[config.mk]
export PLATFORM = sky130hd
export DESIGN_NAME = burst_read_capture
export DESIGN_NICKNAME = d
export VERILOG_FILES = /design/src/rtl/burst_read_capture.sv
export SDC_FILE = /design/constraint.sdc
export NUM_CORES = 1
export LEC_CHECK = 0
export CORE_UTILIZATION = 55
export DETAILED_ROUTE_END_ITERATION = 10
export MAX_ROUTING_LAYER = met4
export PLACE_DENSITY = 0.77
export SLEW_MARGIN = 10
export SYNTH_ARGS = -nofsm -noshare
export SYNTH_HDL_FRONTEND = slang
export SYNTH_SLANG_ARGS = --single-unit
[constraint.sdc]
create_clock -name CLK -period 7.4 [get_ports CLK]
set_clock_uncertainty 0.05 [all_clocks]
set_input_delay 1.11 -clock CLK [delete_from_list [all_inputs] [get_ports CLK]]
set_output_delay 1.11 -clock CLK [all_outputs]
set_load 0.01 [all_outputs]
[src/rtl/burst_read_capture.sv]
// Burst read capture: qualifies CellularRAM burst data with WAIT,
// counts the requested words and buffers them in a small FIFO.
module burst_read_capture #(
    parameter int DATA_W     = 16,
    parameter int DEPTH_LOG2 = 3
) (
    input  logic                  CLK,
    input  logic                  ResetN,
    input  logic                  Start,
    input  logic                  Abort,
    input  logic [3:0]            BurstLen,
    input  logic [DATA_W-1:0]     MemData,
    input  logic                  MemWait,
    output logic                  Capturing,
    output logic                  Done,
    output logic                  Overflow,
    input  logic                  RdEn,
    output logic [DATA_W-1:0]     RdData,
    output logic                  RdValid,
    output logic                  Empty,
    output logic                  Full,
    output logic [DEPTH_LOG2:0]   Level
);

    localparam int DEPTH = 1 << DEPTH_LOG2;
    localparam logic [DEPTH_LOG2:0]   FULL_LVL = (DEPTH_LOG2+1)'(DEPTH);
    localparam logic [DEPTH_LOG2:0]   LVL_ONE  = (DEPTH_LOG2+1)'(1);
    localparam logic [DEPTH_LOG2-1:0] PTR_ONE  = DEPTH_LOG2'(1);

    typedef enum logic [1:0] {
        StIdle,
        StCapture,
        StDone
    } state_t;

    state_t                state;
    logic [4:0]            remaining;
    logic [DATA_W-1:0]     mem [DEPTH];
    logic [DEPTH_LOG2-1:0] wrPtr;
    logic [DEPTH_LOG2-1:0] rdPtr;
    logic [DEPTH_LOG2:0]   level;

    logic beatValid;
    logic push;
    logic pop;

    // A beat in the abort cycle is discarded, not buffered.
    assign beatValid = (state == StCapture) && !Abort && !MemWait;
    assign pop       = RdEn && (level != '0);
    assign push      = beatValid && ((level != FULL_LVL) || pop);

    assign Level = level;
    assign Empty = (level == '0);
    assign Full  = (level == FULL_LVL);

    always_ff @(posedge CLK or negedge ResetN) begin
        if (!ResetN) begin
            state     <= StIdle;
            remaining <= '0;
            Capturing <= 1'b0;
            Done      <= 1'b0;
        end else begin
            Done <= 1'b0;
            if (Abort) begin
                state     <= StIdle;
                Capturing <= 1'b0;
            end else begin
                unique case (state)
                    StIdle: begin
                        if (Start) begin
                            remaining <= (BurstLen == 4'd0) ? 5'd16
                                                            : {1'b0, BurstLen};
                            state     <= StCapture;
                            Capturing <= 1'b1;
                        end
                    end
                    StCapture: begin
                        // Dropped words still count so the burst stays
                        // aligned with the device.
                        if (!MemWait) begin
                            remaining <= remaining - 5'd1;
                            if (remaining == 5'd1) begin
                                state     <= StDone;
                                Capturing <= 1'b0;
                                Done      <= 1'b1;
                            end
                        end
                    end
                    StDone: begin
                        state <= StIdle;
                    end
                    default: begin
                        state     <= StIdle;
                        Capturing <= 1'b0;
                    end
                endcase
            end
        end
    end

    always_ff @(posedge CLK) begin
        if (push) begin
            mem[wrPtr] <= MemData;
        end
    end

    always_ff @(posedge CLK or negedge ResetN) begin
        if (!ResetN) begin
            wrPtr    <= '0;
            rdPtr    <= '0;
            level    <= '0;
            Overflow <= 1'b0;
            RdData   <= '0;
            RdValid  <= 1'b0;
        end else begin
            RdValid <= pop;
            if (pop) begin
                RdData <= mem[rdPtr];
                rdPtr  <= rdPtr + PTR_ONE;
            end
            if (push) begin
                wrPtr <= wrPtr + PTR_ONE;
            end
            if (beatValid && !push) begin
                Overflow <= 1'b1;
            end
            case ({push, pop})
                2'b10:   level <= level + LVL_ONE;
                2'b01:   level <= level - LVL_ONE;
                default: level <= level;
            endcase
        end
    end

endmodule

== Yosys cells after proc, flatten, opt, wreduce, memory -nomap -nowiden ==
Memory sizes are Yosys's and may differ from the RTL's. A register that Yosys moved wholly into a read port is not among the register bits.
Cells that the tools add are included.
Widths: inputs -> output; s select.
Operators by class
  add/subtract/negate cells: 5
  equality and inequality tests: 13
  muxes and demuxes: 21
  bitwise logic cells: 1
  reduce and logical (&&, ||, !) cells: 19
Operators with widths (count)
  $mux 5: 3
  $mux 1: 10
  $pmux 5 s2: 1
  $logic_not 4->1: 2
  $mux 2: 4
  $pmux 4 s2: 1
  $reduce_and 4->1: 2
  $add 3x1->3 const B: 2
  $ne 2x2->1 const B: 3
  $ne 3x3->1 const B: 2
  $eq 5x1->1 const B: 1
  $logic_and 1x1->1: 5
  $sub 5x1->5 const B: 1
  $add 4x1->4 const B: 1
  $eq 2x1->1 const B: 2
  $eq 2x2->1 const B: 2
  $eq 4x4->1 const B: 1
  $logic_not 1->1: 4
  $ne 4x4->1 const B: 1
  $pmux 2 s2: 1
  $reduce_bool 2->1: 2
  $reduce_bool 4->1: 1
  $sub 4x1->4 const B: 1
  $ne 3x2->1 const B: 1
  other kinds (5): 5
Storage, ports and cells
  flip-flop bits (word level): 21
  bits in writable memories: 128
  logic and storage cells: 69
  memories kept: 1
Memories
  mem: words 8, bits a word 16, rd ports 1, clocked after memory_dff 1, wr ports 1, line 38  | logic [DATA_W-1:0] mem [DEPTH];

== Longest topological paths before layout ==
Gate-level depths: netlist of the first run.
  depth after elaboration: 6
  mapped depth: 9

== Worst setup path before layout of the first run ==
No wires, ideal clock.
  path kind: input port to flip-flop
  start: input port Abort
  end: memory mem[0][0] (enable)
  setup time: 0.430 ns
  arrival time: 3.374 ns
  data required time: 6.920 ns
  slack: 3.546 ns
  cell stages on the path: 3
  path buffers: 0
  cells stage by stage: nor4b_2 o21ai_1 nor4_1
On the way
  cells in the longest elaborated chain, start to end: 6
Ends and longest elaborated chain
  start: declaration: line 10  | input logic Abort,
  $logic_not 1->1: line 48  | assign beatValid = (state == StCapture) && !Abort && !MemWait;
  $logic_and 1x1->1 (2 in a row): line 48
  $logic_and 1x1->1: line 50  | assign push = beatValid && ((level != FULL_LVL) || pop);
  $mux 1: line 102  | if (push) begin
  $mux 1 (implied by the code): line 103  | mem[wrPtr] <= MemData;
  end: declaration: line 38
Every way passes these cells.

== Worst setup path in the final report of the first run ==
  start: input port Abort
  end: memory mem[4][4] (enable)
The elaborated chain is that of the path after synthesis.

==> run_results.csv, run 1 <==
group,metric,value,unit
status,outcome,"complete, no violations",
global_routing,grt_pass1_vias,3562,
worst_setup_path,worst_ep_arrival_time,3460,ps
global_routing,grt_use_total,22.5,%
sta,rsz_0062_raised_after_global_routing,"no",
clock_network,cts_setup_buffers,0,
clock_network,cts_repair_resize_count,0,
synthesis,postSynth.asyncResetShare,22.4,%
sta,worst_hold_margin,419,ps
route,drt_first_pass_iters,4,
clock_network,clock_buffers_created_by_tritoncts,17,
worst_setup_path,critPathCaptureType,"flip-flop",
power_and_ir_drop,total_leakage_power,2.78,nW
sta,tightestPinTransition,1110,ps
placement,port-buffer-count,51,
clock_network,clockBufferDepth,2,
cells_and_area,postLayoutCoreUtil,68.6,%
clock_network,clock_sinks,165,
synthesis,synth_area,0.00651,mm^2
placement,placed_area,0.00723,mm^2
power_and_ir_drop,power_frac_clock,32.4,%
synthesis,seq_area_frac_synth,73.3,%
placement,post-dp-hpwl,7030,um
synthesis,synth.area.mux_share,14.1,%
worst_setup_path,worstSetupPathType,"in2reg",
sta,setup-tns-final,0,ps
worst_setup_path,worst_setup_path_endpoint,"mem[4][4]$_DFFE_PP_",
synthesis,synth_nets,391,
route,post_drt_via_cell_ratio,5.85,
clock_network,htree_num_levels,4,
sta,setup_viol_count_final,0,
route,totalWireLength,12000,um
synthesis,post_synth_xor_area_fraction,0.942,%
worst_setup_path,timing.rr.end,"Level[3]$_DFFE_PN0P_",
cells_and_area,final_net_count,456,
run,max_capacitance_violation_total,0,
worst_setup_path,data_required_time_at_the_worst_endpoint,7390,ps
cells_and_area,layout.cells.most_common,"edfxtp_1",
power_and_ir_drop,seq_power_share,44.0,%
global_routing,grt_start_max_net_pins,38,
synthesis,synth-warning-count,0,
synthesis,number_of_distinct_library_cells_after_synthesis,37,
floorplanning,die_height,111,um
power_and_ir_drop,powerDensity,363,mW/mm^2
synthesis,share_of_synthesized_cell_area_in_and_or_nand_and_nor_gates,4.85,%
worst_setup_path,critical_path.startpoint,"Abort",
hold_path,timing.hold.worst_path_depth,1,
clock_network,cts_tree,"yes",
worst_setup_path,crit_fanout,16,
sta,final_period_minus_worst_setup_slack,3470,ps
power_and_ir_drop,power_report.internal_total,2.06,mW
route,ant_nets,0,
route,wl_per_cell,20.6,um
synthesis,synth_top_area_cell,"edfxtp_1",
floorplanning,num_rows,39,
route,drt_iter0_drc,209,
clock_network,cts_hold_repair.buffers,0,
synthesis,syn-mean-instance-area,18.2,um^2
synthesis,synth.top_cells.by_area,"edfxtp_1, dfrtp_1, mux4_2",
global_routing,grt_pass1_wl,19600,um
sta,timing.fmax,288,MHz
power_and_ir_drop,combinationalPowerShare,23.6,%
floorplanning,die_area,0.0123,mm^2
cells_and_area,synthToLayoutAreaGrowth,20.8,%
route,dr_total_vias,3388,
hold_path,worstHoldPathType,"reg2reg",
synthesis,yosys_register_bits,165,
synthesis,synth_top_cell_area_share,59.1,%
cells_and_area,final_cell_area,0.00786,mm^2
worst_setup_path,setup.reg_to_reg.worst_slack,4740,ps
sta,timing.final.crit_share,46.9,%
route,route.detailed.drc,0,
synthesis,synth_compound_gate_area_share,3.92,%
floorplanning,ioPinCount,52,
floorplanning,die_x,111,um
clock_network,clock_latency,420,ps
power_and_ir_drop,sw_frac_of_total,27.7,%
sta,hold_viol,0,
worst_setup_path,start_kind,"primary input",
synthesis,prevailing_post_synth_register_cell,"edfxtp_1",
cells_and_area,layout_common_cells,"edfxtp_1, clkdlybuf4s50_1, dfrtp_1",
power_and_ir_drop,power.net_switching,0.790,mW
worst_setup_path,worst-r2r-cell-count,10,
synthesis,postSynthCellCount,358,
sta,timing.slew.headroom,25.9,%
power_and_ir_drop,vdd.ir_drop.worst,245,uV
synthesis,synth_top_family_by_area,"multiplexers",
global_routing,grt_antenna_before_repair,0,
synthesis,synth_area_in_adders,1.46,%
floorplanning,initial_utilization,56.7,%
worst_setup_path,rr_startpoint,"Level[1]$_DFFE_PN0P_",
sta,maxSlewViolCount,0,
synthesis,number_of_enable_type_register_cells_in_the_synthesized_netlist,128,
clock_network,cts-root-buf,"clkbuf_16",
floorplanning,core_area,0.0115,mm^2
cells_and_area,number_of_antenna_cells_inserted,0,
cells_and_area,post_route_cells_drive_above_1_share,20.6,%
clock_network,worst_setup_hold_path_clk_slew,60,ps
placement,routabilityCongestion,0.829,
power_and_ir_drop,power,2.85,mW
global_routing,globalRouteOverflowTotal,0,
==> critical path, cell delays in order <==
cell,delay (ps)
clkdlybuf4s50_1,500
nor4b_2,570
o21ai_1,380
nor3_4,890
==> final cells by class <==
class                      instances  area (um^2)
clock buffer                      17          425
clock inverter                    15          204
fill                             730         3600
inverter                           9         33.8
multi-input combinational        170         1680
sequential                       165         4770
tap                              143          179
timing repair buffer              60          573
==> layer usage <==
layer	GRT usage [%]	up-vias	wire length [um]
li1	-	1533	-
met1	28.8	1738	5220
met2	35.6	96	6040
met3	4.16	21	443
met4	9.96	0	250
met5	-	-	0
==> power by group through the flow <==
stage / Combinational, mW / Sequential (mW) / Clock (mW)
CTS: 0.689 / 1.26 / 0.935
finish: 0.675 / 1.25 / 0.924
detailed placement: 0.683 / 1.28 / 0
global placement: 0.666 / 1.27 / 0
floorplan: 0.472 / 1.21 / 0
global route: 0.741 / 1.27 / 0.978
==> how the worst min path moves through the flow <==
stage | from | slack, ps | end
after floorplan | remaining[1]$_DFFE_PN0P_ | 410 | remaining[1]$_DFFE_PN0P_
after global placement | Overflow$_DFFE_PN0P_ | 390 | Overflow$_DFFE_PN0P_
after detailed placement | Overflow$_DFFE_PN0P_ | 400 | Overflow$_DFFE_PN0P_
after CTS | Overflow$_DFFE_PN0P_ | 420 | Overflow$_DFFE_PN0P_
after global routing | Overflow$_DFFE_PN0P_ | 450 | Overflow$_DFFE_PN0P_
final | Overflow$_DFFE_PN0P_ | 420 | Overflow$_DFFE_PN0P_
==> cells in the mapped netlist (2+ instances only) <==
library cell	instances
edfxtp_1	128
dfrtp_1	37
mux4_2	32
nand2_1	28
o21ai_0	24
mux2i_1	18
nor2_1	13
inv_1	8
a21oi_1	7
buf_2	6
clkbuf_1	6
ha_1	6
xnor2_1	6
nor3_1	5
nor4_1	5
nand2b_1	3
nor2b_1	3
a21o_1	2
buf_1	2
o21ai_1	2
==> registers in the layout, summed over array words and instances (netlist names) <==
register	cells
wrPtr	3
Level	4
mem	128
Overflow	1
Done	1
RdData	16
RdValid	1
rdPtr	3
remaining	5
Capturing	1
state	2
==> cells by family after synthesis <==
| kind of cell | after synthesis |
|---|---|
| and+or+nand+nor | 64 |
| DFF | 165 |
| buffers and inverters | 23 |
| xor gates and xnor gates | 7 |
| adders and majority gates | 7 |
| muxes | 51 |
| AOI/OAI and AO/OA | 41 |
==> per-stage QoR <==
stage / std cells / setup WS, ps
finish: 579 / 3930
global route: 579 / 3740
CTS: 579 / 3900
detailed placement: 547 / 3430
global placement: 547 / 3600
floorplan: 358 / 3550
No activity file was read; power rests on OpenSTA's default activity.
==> run 2: changes to the inputs <==
- CORE_UTILIZATION: 55 -> 52
- PLACE_DENSITY: 0.77 -> 0.76
- clock period: 7.4 -> 2.9 ns (I/O delays scaled with it)
==> run_results.csv, run 2 (synthesis gave the netlist of run 1 again) <==
group,metric,value,unit
run,max_capacitance_violation_total,0,
worst_setup_path,critical_path.startpoint,"Level[1]$_DFFE_PN0P_",
sta,worst_hold_margin,93.8,ps
clock_network,clock_buffers_created_by_tritoncts,17,
worst_setup_path,crit_family,"simple AND/OR/NAND/NOR gates",
route,totalWireLength,11600,um
cells_and_area,layout_common_cells,"edfxtp_1, clkdlybuf4s50_1, dfrtp_1",
floorplanning,num_rows,40,
cells_and_area,sequential_cell_area,0.00477,mm^2
worst_setup_path,timing.critical_path.slowest_stage_cell,"or4b_4",
worst_setup_path,data_required_time_at_the_worst_endpoint,2410,ps
worst_setup_path,rr_startpoint,"Level[1]$_DFFE_PN0P_",
worst_setup_path,critical_path_buf_inv_count,2,
power_and_ir_drop,power_frac_clock,30.1,%
cells_and_area,nFillCells,823,
clock_network,cts_setup_buffers,0,
clock_network,clockBufferDepth,2,
route,top_layer_used_by_detailed_routing,"met4",
sta,final_period_minus_worst_setup_slack,2590,ps
floorplanning,die_area,0.0130,mm^2
clock_network,cts-root-buf,"clkbuf_16",
sta,setup_viol_count_final,0,
placement,routabilityCongestion,0.744,
power_and_ir_drop,power_report.internal_total,5.13,mW
cells_and_area,largest_register_ffs,128,
cells_and_area,leading_registers_by_flop_count,"mem: 128 flops, RdData: 16 flops, remaining: 5 flops",
sta,maxSlewViolCount,0,
global_routing,globalRouteOverflowTotal,0,
route,detailroute.wirelength.met2,5970,um
power_and_ir_drop,combinationalPowerShare,26.3,%
sta,setup-tns-final,0,ps
worst_setup_path,setup.reg_to_reg.worst_slack,570,ps
power_and_ir_drop,power.net_switching,2.00,mW
status,outcome,"complete, no violations",
worst_setup_path,start_kind,"flip-flop",
global_routing,grt_pass1_vias,3538,
route,route.detailed.drc,0,
sta,timing.fmax,387,MHz
clock_network,cts_tree,"yes",
floorplanning,core_area,0.0121,mm^2
cells_and_area,largest-register,"mem",
cells_and_area,post_route_cells_drive_above_1_share,21.8,%
route,drt_iter0_drc,168,
route,wl_per_cell,18.8,um
sta,timing.slew.headroom,40.2,%
route,route.met3.wl,396,um
cells_and_area,number_of_antenna_cells_inserted,0,
route,route.layer.met1.wl,5080,um
power_and_ir_drop,total_leakage_power,2.83,nW
clock_network,clock_sinks,165,
cells_and_area,final_cell_area,0.00795,mm^2
clock_network,cts_hold_repair.buffers,0,
sta,hold_viol,0,
cells_and_area,synthToLayoutAreaGrowth,22.3,%
floorplanning,die_height,114,um
global_routing,grt_start_max_net_pins,38,
worst_setup_path,cp_slowest_stage_delay,620,ps
cells_and_area,multiInputGateArea,0.00168,mm^2
sta,timing.final.crit_share,89.2,%
power_and_ir_drop,sw_frac_of_total,28.1,%
placement,placed_area,0.00739,mm^2
route,drt_first_pass_iters,4,
power_and_ir_drop,power,7.13,mW
worst_setup_path,worst_ep_arrival_time,2100,ps
global_routing,grt_antenna_before_repair,0,
global_routing,grt_use_total,20.8,%
clock_network,clock_latency,420,ps
placement,post-dp-hpwl,7590,um
placement,port-buffer-count,51,
hold_path,worstHoldPathType,"in2async",
worst_setup_path,worstSetupPathType,"reg2out",
route,ant_nets,0,
route,dr_total_vias,3392,
worst_setup_path,critPathCaptureType,"output port",
placement,place.detailed.instances,585,
power_and_ir_drop,vdd.ir_drop.worst,559,uV
power_and_ir_drop,powerDensity,896,mW/mm^2
clock_network,worst_setup_hold_path_clk_slew,60,ps
route,post_drt_via_cell_ratio,5.50,
global_routing,grt_pass1_wl,18800,um
sta,rsz_0062_raised_after_global_routing,"no",
worst_setup_path,timing.rr.end,"mem[4][10]$_DFFE_PP_",
clock_network,cts_repair_resize_count,0,
sta,tightestPinTransition,897,ps
cells_and_area,final_net_count,469,
power_and_ir_drop,seq_power_share,43.5,%
clock_network,htree_num_levels,4,
cells_and_area,layout.cells.most_common,"edfxtp_1",
floorplanning,initial_utilization,53.7,%
cells_and_area,final_cells,617,
worst_setup_path,critical_path.cell_chain,"or4b_4, inv_1, clkdlybuf4s50_1",
floorplanning,ioPinCount,52,
worst_setup_path,worst-r2r-cell-count,4,
floorplanning,die_x,114,um
worst_setup_path,crit_fanout,6,
[run 2: cell types whose count changed in the layout (fill, tap and decap cells not counted), moves of 2 or more]
cell,previous run,this run
clkinvlp_4,4,2
buf_12,0,2
buf_4,9,20
bufinv_16,4,2
clkinv_1,0,2
clkbuf_1,0,2
[run 2: power by group through the flow]
stage	registers, mW	logic (mW)	clock network [mW]
detailed placement	3.16	1.90	0
CTS	3.11	1.91	2.18
floorplan	3.10	1.21	0
finish	3.10	1.88	2.15
global route	3.16	2.05	2.28
global placement	3.14	1.86	0
[run 2: per-layer routing]
metal | track usage [%] | vias up
met2 | 32.8 | 81
met3 | 4.46 | 12
met1 | 26.7 | 1739
li1 | - | 1560
met4 | 8.31 | 0
met5 | - | -
[run 2: how the worst max path moves through the flow]
stage | depth (start not counted) | slack [ps] | end
6_report | 3 | 310 | Full
5_1_grt | 3 | 260 | Full
4_1_cts | 3 | 290 | Full
3_5_place_dp | 9 | 140 | Level[3]$_DFFE_PN0P_
3_3_place_gp | 9 | 190 | Level[3]$_DFFE_PN0P_
2_1_floorplan | 3 | 120 | mem[4][0]$_DFFE_PP_
[run 2: per-stage QoR]
step,setup WS [ps],utilization [%]
floorplan,120,-
global placement,194,61.0
detailed placement,142,61.0
CTS,293,65.7
global route,259,65.7
finish,313,65.7
[run 2: final cells by class]
| class | instances | area share, % |
|---|---|---|
| sequential | 165 | 60.0 |
| tap | 168 | 2.64 |
| clock inverter | 13 | 1.67 |
| timing repair buffer | 73 | 8.75 |
| multi-input combinational | 170 | 21.1 |
| inverter | 9 | 0.425 |
| clock buffer | 19 | 5.44 |
[run 2: worst reg2reg max path: stages, from the launching register on]
cell and delay (ps):
dfrtp_1 460, or4b_4 620, o21ai_1 580, nor3_2 120, buf_4 240
